$ cat src/rtl/complex_mult_pkg.sv
// Types and elaboration helpers shared by the time-shared complex multiplier family.
// The operand and result structs are sized by CM_WIDTH, the family's component width.
package complex_mult_pkg;

    localparam int unsigned CM_WIDTH    = 8;
    localparam int unsigned CM_PHASES_2 = 2;
    localparam int unsigned CM_PHASES_4 = 4;

    typedef struct packed {
        logic [CM_WIDTH-1:0] ar;
        logic [CM_WIDTH-1:0] ai;
        logic [CM_WIDTH-1:0] br;
        logic [CM_WIDTH-1:0] bi;
    } cm_operand_t;

    typedef struct packed {
        logic [CM_WIDTH-1:0] zr;
        logic [CM_WIDTH-1:0] zi;
    } cm_result_t;

    function automatic int unsigned clog2(input int unsigned value);
        int unsigned bits;
        bits = 0;
        while ((64'd1 << bits) < 64'(value)) bits = bits + 1;
        return bits;
    endfunction

    function automatic bit phases_legal(input int unsigned phases);
        return (phases == CM_PHASES_2) || (phases == CM_PHASES_4);
    endfunction

endpackage

$ cat src/rtl/complex_mult_seq_fifo.sv
// Result FIFO for complex_mult_seq: power-of-two depth, registered head output,
// push and pop allowed in the same cycle at any fill level.
module complex_mult_seq_fifo
    import complex_mult_pkg::*;
#(
    parameter int unsigned DEPTH = 4
) (
    input  logic                   clk,
    input  logic                   reset,
    input  logic                   push_i,
    input  cm_result_t             push_data_i,
    input  logic                   pop_i,
    output cm_result_t             head_o,
    output logic                   empty_o,
    output logic [clog2(DEPTH):0]  count_o
);

    localparam int unsigned AW = clog2(DEPTH);
    localparam logic [AW:0] FULL_COUNT = DEPTH[AW:0];
    localparam logic [AW:0] ONE_COUNT  = {{AW{1'b0}}, 1'b1};

    cm_result_t    mem_q [DEPTH];
    logic [AW-1:0] wr_ptr_q;
    logic [AW-1:0] rd_ptr_q;
    logic [AW-1:0] rd_next;
    logic [AW:0]   count_q;
    logic [AW:0]   count_d;
    cm_result_t    head_q;
    cm_result_t    head_d;
    logic          full;
    logic          do_push;
    logic          do_pop;

    assign empty_o = (count_q == '0);
    assign full    = (count_q == FULL_COUNT);
    assign do_pop  = pop_i && !empty_o;
    assign do_push = push_i && (!full || do_pop);
    assign rd_next = rd_ptr_q + 1'b1;
    assign count_d = count_q + {{AW{1'b0}}, do_push} - {{AW{1'b0}}, do_pop};

    // The head is a register of its own so the output never sees the read mux.
    always_comb begin
        // NOTE: default first so every path assigns head_d and no latch is inferred.
        head_d = head_q;
        if (do_pop) begin
            if ((count_q != '0) && (count_q != ONE_COUNT)) begin
                head_d = mem_q[rd_next];
            end else if (do_push) begin
                head_d = push_data_i;
            end
        end else if (do_push && empty_o) begin
            head_d = push_data_i;
        end
    end

    // NOTE: storage has no reset; only pointers, count and head need a known value.
    always_ff @(posedge clk) begin
        if (do_push) mem_q[wr_ptr_q] <= push_data_i;
    end

    always_ff @(posedge clk or negedge reset) begin
        // NOTE: non-blocking assignments keep all state updates on the same edge.
        if (!reset) begin
            wr_ptr_q <= '0;
            rd_ptr_q <= '0;
            count_q  <= '0;
            head_q   <= '0;
        end else begin
            if (do_push) wr_ptr_q <= wr_ptr_q + 1'b1;
            if (do_pop)  rd_ptr_q <= rd_next;
            count_q <= count_d;
            head_q  <= head_d;
        end
    end

    assign head_o  = head_q;
    assign count_o = count_q;

    a_no_overflow: assert property (@(posedge clk) disable iff (!reset)
        !(push_i && full && !do_pop));

endmodule

$ cat src/rtl/complex_mult_seq.sv
// Operand sequencer and result collector for the time-shared complex multipliers.
// Optional statistics counters are enabled by defining COMPLEX_MULT_SEQ_STATS_EN.
module complex_mult_seq
    import complex_mult_pkg::*;
#(
    parameter int unsigned WIDTH      = 8,
    parameter int unsigned PHASES     = 4,
    parameter int unsigned LATENCY    = 3,
    parameter int unsigned FIFO_DEPTH = 4
) (
    input  logic                      clk,
    input  logic                      reset,
    input  logic                      in_valid,
    output logic                      in_ready,
    input  logic [WIDTH-1:0]          in_ar,
    input  logic [WIDTH-1:0]          in_ai,
    input  logic [WIDTH-1:0]          in_br,
    input  logic [WIDTH-1:0]          in_bi,
    output logic [clog2(PHASES)-1:0]  mult_ind,
    output logic [WIDTH-1:0]          mult_ar,
    output logic [WIDTH-1:0]          mult_ai,
    output logic [WIDTH-1:0]          mult_br,
    output logic [WIDTH-1:0]          mult_bi,
    input  logic [WIDTH-1:0]          mult_zr,
    input  logic [WIDTH-1:0]          mult_zi,
    output logic                      out_valid,
    input  logic                      out_ready,
    output logic [WIDTH-1:0]          out_zr,
    output logic [WIDTH-1:0]          out_zi,
    output logic                      busy
`ifdef COMPLEX_MULT_SEQ_STATS_EN
    ,
    output logic [31:0]               stat_frames,
    output logic [31:0]               stat_stall
`endif
);

    localparam int unsigned PW = clog2(PHASES);
    localparam int unsigned CW = clog2(FIFO_DEPTH) + 1;
    localparam logic [PW-1:0] LAST_PHASE = PW'(PHASES - 1);

    if (!phases_legal(PHASES)) begin : g_bad_phases
        $error("complex_mult_seq: PHASES must be 2 or 4");
    end
    if ((LATENCY < 1) || (LATENCY > 16)) begin : g_bad_latency
        $error("complex_mult_seq: LATENCY must be 1..16");
    end
    if ((FIFO_DEPTH < 2) || ((FIFO_DEPTH & (FIFO_DEPTH - 1)) != 0)) begin : g_bad_depth
        $error("complex_mult_seq: FIFO_DEPTH must be a power of two >= 2");
    end
    if (WIDTH != CM_WIDTH) begin : g_bad_width
        $error("complex_mult_seq: WIDTH must match complex_mult_pkg::CM_WIDTH");
    end

    logic [PW-1:0]   p_q;
    logic [PW-1:0]   p_d;
    cm_operand_t     op_q;
    cm_operand_t     op_d;
    logic [LATENCY:0] tag_q;
    logic [LATENCY:0] tag_d;
    logic            accept;
    logic [31:0]     inflight;
    logic [CW-1:0]   fifo_count;
    logic            fifo_empty;
    cm_result_t      fifo_head;
    cm_result_t      capture;
    logic            push;
    logic            pop;

    // Credit counts every frame that will land in the FIFO, so a push never finds it full.
    assign inflight = 32'($countones(tag_q));
    assign in_ready = (p_q == LAST_PHASE) && ((32'(fifo_count) + inflight) < FIFO_DEPTH);
    assign accept   = in_valid && in_ready;
    assign push     = tag_q[LATENCY];
    assign pop      = out_valid && out_ready;
    assign capture  = '{zr: mult_zr, zi: mult_zi};

    always_comb begin
        p_d   = (p_q == LAST_PHASE) ? '0 : p_q + 1'b1;
        op_d  = op_q;
        tag_d = {tag_q[LATENCY-1:0], accept};
        if (accept) op_d = '{ar: in_ar, ai: in_ai, br: in_br, bi: in_bi};
    end

    always_ff @(posedge clk or negedge reset) begin
        if (!reset) begin
            p_q   <= '0;
            op_q  <= '0;
            tag_q <= '0;
        end else begin
            p_q   <= p_d;
            op_q  <= op_d;
            tag_q <= tag_d;
        end
    end

    complex_mult_seq_fifo #(
        .DEPTH (FIFO_DEPTH)
    ) u_fifo (
        .clk         (clk),
        .reset       (reset),
        .push_i      (push),
        .push_data_i (capture),
        .pop_i       (pop),
        .head_o      (fifo_head),
        .empty_o     (fifo_empty),
        .count_o     (fifo_count)
    );

    assign mult_ind  = p_q;
    assign mult_ar   = op_q.ar;
    assign mult_ai   = op_q.ai;
    assign mult_br   = op_q.br;
    assign mult_bi   = op_q.bi;
    assign out_valid = !fifo_empty;
    assign out_zr    = fifo_head.zr;
    assign out_zi    = fifo_head.zi;
    assign busy      = (|tag_q) || !fifo_empty;

`ifdef COMPLEX_MULT_SEQ_STATS_EN
    logic [31:0] frames_q;
    logic [31:0] stall_q;
    logic        stall;

    assign stall = (p_q == LAST_PHASE) && in_valid && !in_ready;

    // Both counters stick at all-ones rather than wrapping.
    always_ff @(posedge clk or negedge reset) begin
        if (!reset) begin
            frames_q <= '0;
            stall_q  <= '0;
        end else begin
            if (accept && (frames_q != '1)) frames_q <= frames_q + 32'd1;
            if (stall && (stall_q != '1))   stall_q  <= stall_q + 32'd1;
        end
    end

    assign stat_frames = frames_q;
    assign stat_stall  = stall_q;
`endif

endmodule

$ cat config.mk
export PLATFORM = sky130hd
export DESIGN_NAME = complex_mult_seq
export DESIGN_NICKNAME = d
export VERILOG_FILES = /design/src/rtl/complex_mult_pkg.sv /design/src/rtl/complex_mult_seq_fifo.sv /design/src/rtl/complex_mult_seq.sv
export SDC_FILE = /design/constraint.sdc
export NUM_CORES = 1
export LEC_CHECK = 0
export ABC_AREA = 0
export BUFFER_PORTS_ARGS = -buffer_cell sky130_fd_sc_hd__buf_4
export CORE_MARGIN = 5
export CORE_UTILIZATION = 48
export CTS_CLUSTER_DIAMETER = 80
export DETAILED_ROUTE_END_ITERATION = 12
export PLACE_DENSITY_LB_ADDON = 0.2
export RECOVER_POWER = 100
export SYNTH_ARGS = -nofsm -noshare
export SYNTH_HDL_FRONTEND = slang
export SYNTH_SLANG_ARGS = --single-unit
$ cat constraint.sdc
create_clock -name clk -period 7.3 [get_ports clk]
set_clock_uncertainty 0.15 [all_clocks]
set_input_delay 0.73 -clock clk [delete_from_list [all_inputs] [get_ports clk]]
set_output_delay 0.73 -clock clk [all_outputs]
set_load 0.005 [all_outputs]
==> impl_metrics.ini, run 1 <==
[route]
via_per_inst = 4.962
drt_first_iter_violations = 100
drt-wirelength-per-cell_um = 17.59
wl_um = 9215
dr_total_vias = 2600
drcViolationCount = 0
antenna_left = 0
first_pass_iters = 4

[floorplan]
die_h_um = 113.6
ios = 105
start_util_pct = 49.47
core_sq_um = 10420
fp.dieW_um = 113.6
rows = 37
dieArea_sq_um = 12910

[place]
dp_cells = 492
port_buffers = 104
pre_cts_ws_ns = 4.521
routabilityCongestion = 0.6888
hpwlAfterDp_um = 6047

[yosys]
synthCells = 264
yosysSeqAreaShare_pct = 66.93
netlist_area_sq_um = 5152
syn_avg_cell_area_sq_um = 19.52
ys_ff_latch = 125
synth_warnings = 0
syn-num-nets = 328
post_synth_num_cell_types = 26

[timing]
hold_ws_ns = 0.2683
tightest_slew_ns = 3.399
fmax_ghz = 0.2918
timing.final.ws_setup_ns = 3.874
post-route-period-util_pct = 46.94
slew_viol_final = 62
tns_ns = 0
hold_viol_final = 0
setup_viol = 0
rsz0062_at_grt = no
fin_crit_ns = 3.426
slew_headroom_pct = -126.6

[global_routing]
grt_antenna_before_repair = 0
grt_first_pass_wirelength_um = 15190
grt_pass1_vias = 2980
grt_overflow = 0
grt_max_degree = 62
globalRouteTotalUtil_pct = 15.68

[min_path]
whs_path_depth = 0
hold_path.class = flip-flop to flip-flop

[run_status]
failed_checks = capacitance limit, slew limit
outcome = finished, violations left

[cells_and_area]
antenna_cells = 0
post-route-util_pct = 61.25
most-common-layout-cells = edfxtp_1 (64), dfrtp_1 (61), clkbuf_4 (42)
finalNonFillerCells = 524
final_common_cell = edfxtp_1
fillers = 784
nets = 439
layout-drive-gt1-share_pct = 39.95
area_growth_pct = 23.82

[setup_path]
critPathCaptureType = asynchronous set/reset pin
cp_num_buf_inv = 1
crit_chain = clkbuf_1
reg2regPathDepth = 5
cp_top_family = buffers and inverters
cpMaxStageDelayCell = clkbuf_1
required_ns = 6.99
cp.depth = 1
critPathKind = input port to asynchronous set/reset pin
critPathMaxFanout = 61
slowest_delay_ns = 2.36
crit_arrival_ns = 3.12
startpoint_type = input port

[clock_network]
clock_sinks = 125
ctsHoldBuffers = 0
clk_path_buf_depth = 2
cts.repair.resized = 0
clk_latency_ns = 0.50
clock-root-buffer = clkbuf_8
h-tree-depth = 4
clk_pin_slew_ns = 0.06
cts_made_buffers = 17
cts_tree = yes
post_cts_buffers = 0

[job]
cap_viol_max_count = 1

[power_and_ir_drop]
vdd_ir_drop_max_mv = 0.1980
powerDensity_nw_per_um2 = 389.1
p_leak_nw = 2.566
[final cells by class]
cell class                 instances  area [sq um]  share of cell area (%)
sequential                       125          3448                   54.05
multi-input combinational        115          1428                   22.38
timing repair buffer             104         675.6                   10.59
clock buffer                      29         573.1                   8.982
tap                              136         170.2                   2.667
inverter                          12         45.04                  0.7060
clock inverter                     3         40.04                  0.6276
[per-stage QoR]
stage          total power, mW  cell area [sq um]
3_5_place_dp             1.783               5982
2_1_floorplan            1.453               5152
4_1_cts                  2.629               6595
6_report                 2.482               6380
3_3_place_gp             1.760               5982
5_1_grt                  2.640               6380
[per-layer routing]
metal | wire length (um) | vias to the layer above | GRT usage (%) | share of wire [%]
met3 | 656 | 11 | 6.154 | 7.1
li1 | - | 1214 | - | -
met4 | 122 | 0 | 6.490 | 1.3
met1 | 3880 | 1291 | 19.18 | 42
met5 | 0 | - | 0 | 0
met2 | 4555 | 84 | 24.93 | 49
[synthesized netlist by cell type]
| master | count | area [sq um] |
|---|---|---|
| a211o_1 | 1 | 8.760 |
| a21o_2 | 1 | 8.760 |
| a21oi_1 | 1 | 5.000 |
| and2_1 | 5 | 31.28 |
| buf_12 | 3 | 60.06 |
| buf_2 | 5 | 25.02 |
| buf_6 | 3 | 33.78 |
| clkbuf_1 | 1 | 3.750 |
| dfrtp_1 | 61 | 1526 |
| edfxtp_1 | 64 | 1922 |
| fa_1 | 2 | 40.04 |
| ha_1 | 10 | 125.1 |
| inv_1 | 12 | 45.04 |
| mux2_2 | 36 | 405.4 |
| mux2_4 | 29 | 435.4 |
| mux4_1 | 3 | 78.83 |
| mux4_2 | 13 | 292.8 |
| nand3_1 | 2 | 10.01 |
| nor2_1 | 2 | 7.510 |
| nor3_1 | 1 | 5.000 |
| o21a_1 | 1 | 7.510 |
| o32a_2 | 1 | 11.26 |
| o41a_1 | 1 | 11.26 |
| or3b_1 | 1 | 8.760 |
| xnor2_1 | 4 | 35.03 |
| xor2_1 | 1 | 8.760 |
[final timing paths]
check / end / startpoint / slack, ns
hold reg to reg: tag_q[3] / tag_q[2] / 0.27
setup / recovery: tag_q[2] / reset / 3.87
max in group clk: in_ready / tag_q[0] / 4.26
hold / removal: tag_q[3] / tag_q[2] / 0.27
min in group asynchronous: mult_ar[2] / reset / 1.23
setup reg to reg: mult_ai[0] / tag_q[0] / 4.35
[cell families (layout without fill, tap and decap cells)]
kind of cell,count (synthesis),after routing,share of synthesized area (%)
flip-flops,125,125,66.93
AND/OR/NAND/NOR,11,11,1.214
buffers and inverters,24,148,3.254
AO/OA/AOI/OAI,6,6,1.020
multiplexers,81,81,23.53
XOR/XNOR,5,5,0.8499
adder cells (fa/ha/maj),12,12,3.205
[registers in the layout, indices dropped and copies added (netlist names)]
signal           cells
u_fifo.mem_q        64
u_fifo.head_o       16
mult_ai              8
mult_ar              8
mult_bi              8
mult_br              8
tag_q                4
u_fifo.count_o       3
mult_ind             2
u_fifo.rd_ptr_q      2
u_fifo.wr_ptr_q      2
[where the power goes]
| group | switching [mW] | internal (mW) | total (mW) |
|---|---|---|---|
| clock | 0.275 | 0.558 | 0.833 |
| sequential | 0.145 | 0.903 | 1.05 |
| combinational | 0.210 | 0.391 | 0.601 |
No activity file was read; power rests on OpenSTA's default activity.
==> inputs of run 2 (changes only) <==
Settings changed: ABC_AREA 0 to 1.
Clock period 7.3 ns to 2.9 ns, I/O delays scaled along.
==> run 2 against run 1 <==
  * The run still ends with capacitance limit, slew limit left
  * Flip-flop and latch count stayed put
  * Worst setup slack worse by 3.6 ns
  * Highest routed layer unchanged
  * Critical path depth is 7 higher
  * Via count is 55% higher
  * Critical path type is now flip-flop to output pin
  * Utilization is 5.3 points higher
  * Register-to-register slack worse by 3.9 ns
  * Synthesized cell count is 100% higher
  * Final area is 12% higher
  * Synthesized area is 1.3% higher
  * Power grew to 2.7 times the previous value
==> impl_metrics.ini, run 2 <==
[run_status]
outcome = finished, violations left
failed_checks = capacitance limit, slew limit

[floorplan]
rows = 38
ios = 105
dieArea_sq_um = 13060
die_h_um = 114.3
start_util_pct = 48.56
fp.dieW_um = 114.3
core_sq_um = 10750

[yosys]
synth_common_cells = nand2_1 (236), nor2_1 (70), edfxtp_1 (64), dfrtp_1 (61), inv_1 (37)
netlist_area_sq_um = 5218
syn-num-nets = 596
ys_top_cells_by_area = edfxtp_1 (37%), dfrtp_1 (29%), nand2_1 (17%), nor2_1 (5.0%), inv_1 (2.7%)
yosys.area.top_type = edfxtp_1
synth_ff_type = edfxtp_1
synth-edff-count = 64
async_flop_share_pct = 48.80
yosysSeqAreaShare_pct = 66.09
synth_warnings = 0
post_synth_num_cell_types = 23
post-synth-top-area-fraction_pct = 36.83
ys_ff_latch = 125
synthCells = 532
syn_avg_cell_area_sq_um = 9.807
yosysMostFrequentCell = nand2_1

[timing]
hold_ws_ns = 0.1720
hold_viol_final = 0
slew_headroom_pct = -4.301
fin_crit_ns = 2.595
post-route-period-util_pct = 89.49
tns_ns = 0
tightest_slew_ns = 1.565
slew_viol_final = 62
setup_viol = 0
rsz0062_at_grt = no
fmax_ghz = 0.3853

[setup_path]
cp-endpoint = in_ready
cpMaxStageDelayCell = fa_1
reg2reg_to = u_fifo.count_o[2]
reg2regPathDepth = 10
cp_top_family = adder cells
startpoint_type = flip-flop
critPathMaxFanout = 3
crit_chain = fa_1 -> ha_1 -> nand2_1 -> nand2_1 -> nand2_1 -> nand2_1 -> inv_1 -> clkbuf_1
cp_num_buf_inv = 2
critPathKind = flip-flop to output pin
required_ns = 2.46
cp.depth = 8
slowest_delay_ns = 0.56
cpMostUsedCell = nand2_1
crit_start = tag_q[0]
r2r-start = u_fifo.count_o[1]
crit_arrival_ns = 2.16
critPathCaptureType = output pin
ff2ff_setup_slack_ns = 0.43

[route]
drt-wirelength-per-cell_um = 14.05
dr_total_vias = 4032
first_pass_iters = 5
drt_first_iter_violations = 216
antenna_left = 0
drcViolationCount = 0
wl_um = 11970
via_per_inst = 4.732

[cells_and_area]
nets = 763
largest_reg_flops = 64
most-common-layout-cells = nand2_1 (237), nor2_1 (71), edfxtp_1 (64)
finalNonFillerCells = 852
fillers = 840
layout-drive-gt1-share_pct = 16.15
antenna_cells = 0
top_register = u_fifo.mem_q
final_common_cell = nand2_1
area_growth_pct = 37.10

[power_and_ir_drop]
report.power.total_mw = 6.601
vdd_ir_drop_max_mv = 0.4831
powerDensity_nw_per_um2 = 922.9
p_leak_nw = 3.398

[global_routing]
grt_overflow = 0
globalRouteTotalUtil_pct = 20.15
grt_max_degree = 62
grt_pass1_vias = 4158
grt_antenna_before_repair = 0
grt_first_pass_wirelength_um = 20240

[clock_network]
clk_pin_slew_ns = 0.06
cts_made_buffers = 17
post_cts_buffers = 0
clock-root-buffer = clkbuf_8
clock_sinks = 125
ctsHoldBuffers = 50
cts_tree = yes
cts.repair.resized = 0
h-tree-depth = 4
clk_path_buf_depth = 2
clk_latency_ns = 0.52

[place]
port_buffers = 104
routabilityCongestion = 0.7419
hpwlAfterDp_um = 7402
dp_cells = 770

[min_path]
hold_path.class = input port to flip-flop

[job]
cap_viol_max_count = 1
==> run 2: changes by cell type after synthesis, sizes merged, moves of 2 or more <==
cell	previous run	this run
clkbuf	1	5
nand2	0	238
nand3	2	18
mux2	65	0
xnor2	4	2
nor2	2	72
o21ai	0	4
and2	5	0
mux4	16	0
inv	12	38
clkinv	0	2
==> run 2: tightest hold or removal path, stage by stage <==
cell and delay, ns:
buf_4 0.11, nand3_1 0.10, inv_2 0.21
==> run 2: worst min-delay path by stage <==
stage / from / endpoint / slack [ns] / cells after the start
after floorplan: reset / mult_ai[0] / -0.16 / 0
after global placement: tag_q[2] / tag_q[3] / 0.24 / 0
after detailed placement: tag_q[2] / tag_q[3] / 0.25 / 0
after CTS: in_valid / tag_q[0] / 0.12 / 3
after global routing: in_valid / tag_q[0] / 0.20 / 3
final: in_valid / tag_q[0] / 0.17 / 3
==> run 2: layer usage <==
| metal | wire length, um | track usage, % | vias to the layer above | share of wire (%) |
|---|---|---|---|---|
| met5 | 0 | 0 | - | 0 |
| met4 | 244 | 7.443 | 0 | 2.0 |
| met3 | 966 | 8.457 | 21 | 8.1 |
| met2 | 5821 | 33.37 | 149 | 49 |
| met1 | 4937 | 23.49 | 1868 | 41 |
| li1 | - | - | 1994 | - |
==> run 2: final cells by class <==
class	instances	area [sq um]	area share, %
repair buffers	165	1220	17.05
inverters	40	150.1	2.099
clock inverters	5	56.30	0.7871
clock buffers	27	596.8	8.344
multi-input cells	350	1506	21.06
flip-flops and latches	125	3448	48.21
well taps	140	175.2	2.449
==> run 2: kinds of logic (layout without fill, tap and decap cells) <==
group	count (synthesis)	count (layout)	synth area share, %
AO/OA/AOI/OAI	4	4	0.5275
XOR/XNOR	4	4	0.6716
adder cells (fa/ha/maj)	12	12	3.165
buffers and inverters	57	237	4.676
flip-flops	125	125	66.09
AND/OR/NAND/NOR	330	330	24.87
==> run 2: per-stage QoR <==
step / setup slack (ns) / utilization (%) / cell area, sq um
floorplan: 0.7862 / - / 5218
global placement: 0.6635 / 57.35 / 6162
detailed placement: 0.5719 / 57.35 / 6162
CTS: 0.2664 / 68.08 / 7316
global route: 0.1976 / 66.57 / 7153
finish: 0.3048 / 66.57 / 7153
==> run 2: power by group <==
part           leakage [nW]  switching [mW]  internal, mW  total [mW]
logic                  1.74            1.06         0.818        1.87
registers              1.33           0.252          2.25        2.50
clock network         0.328           0.740          1.48        2.22
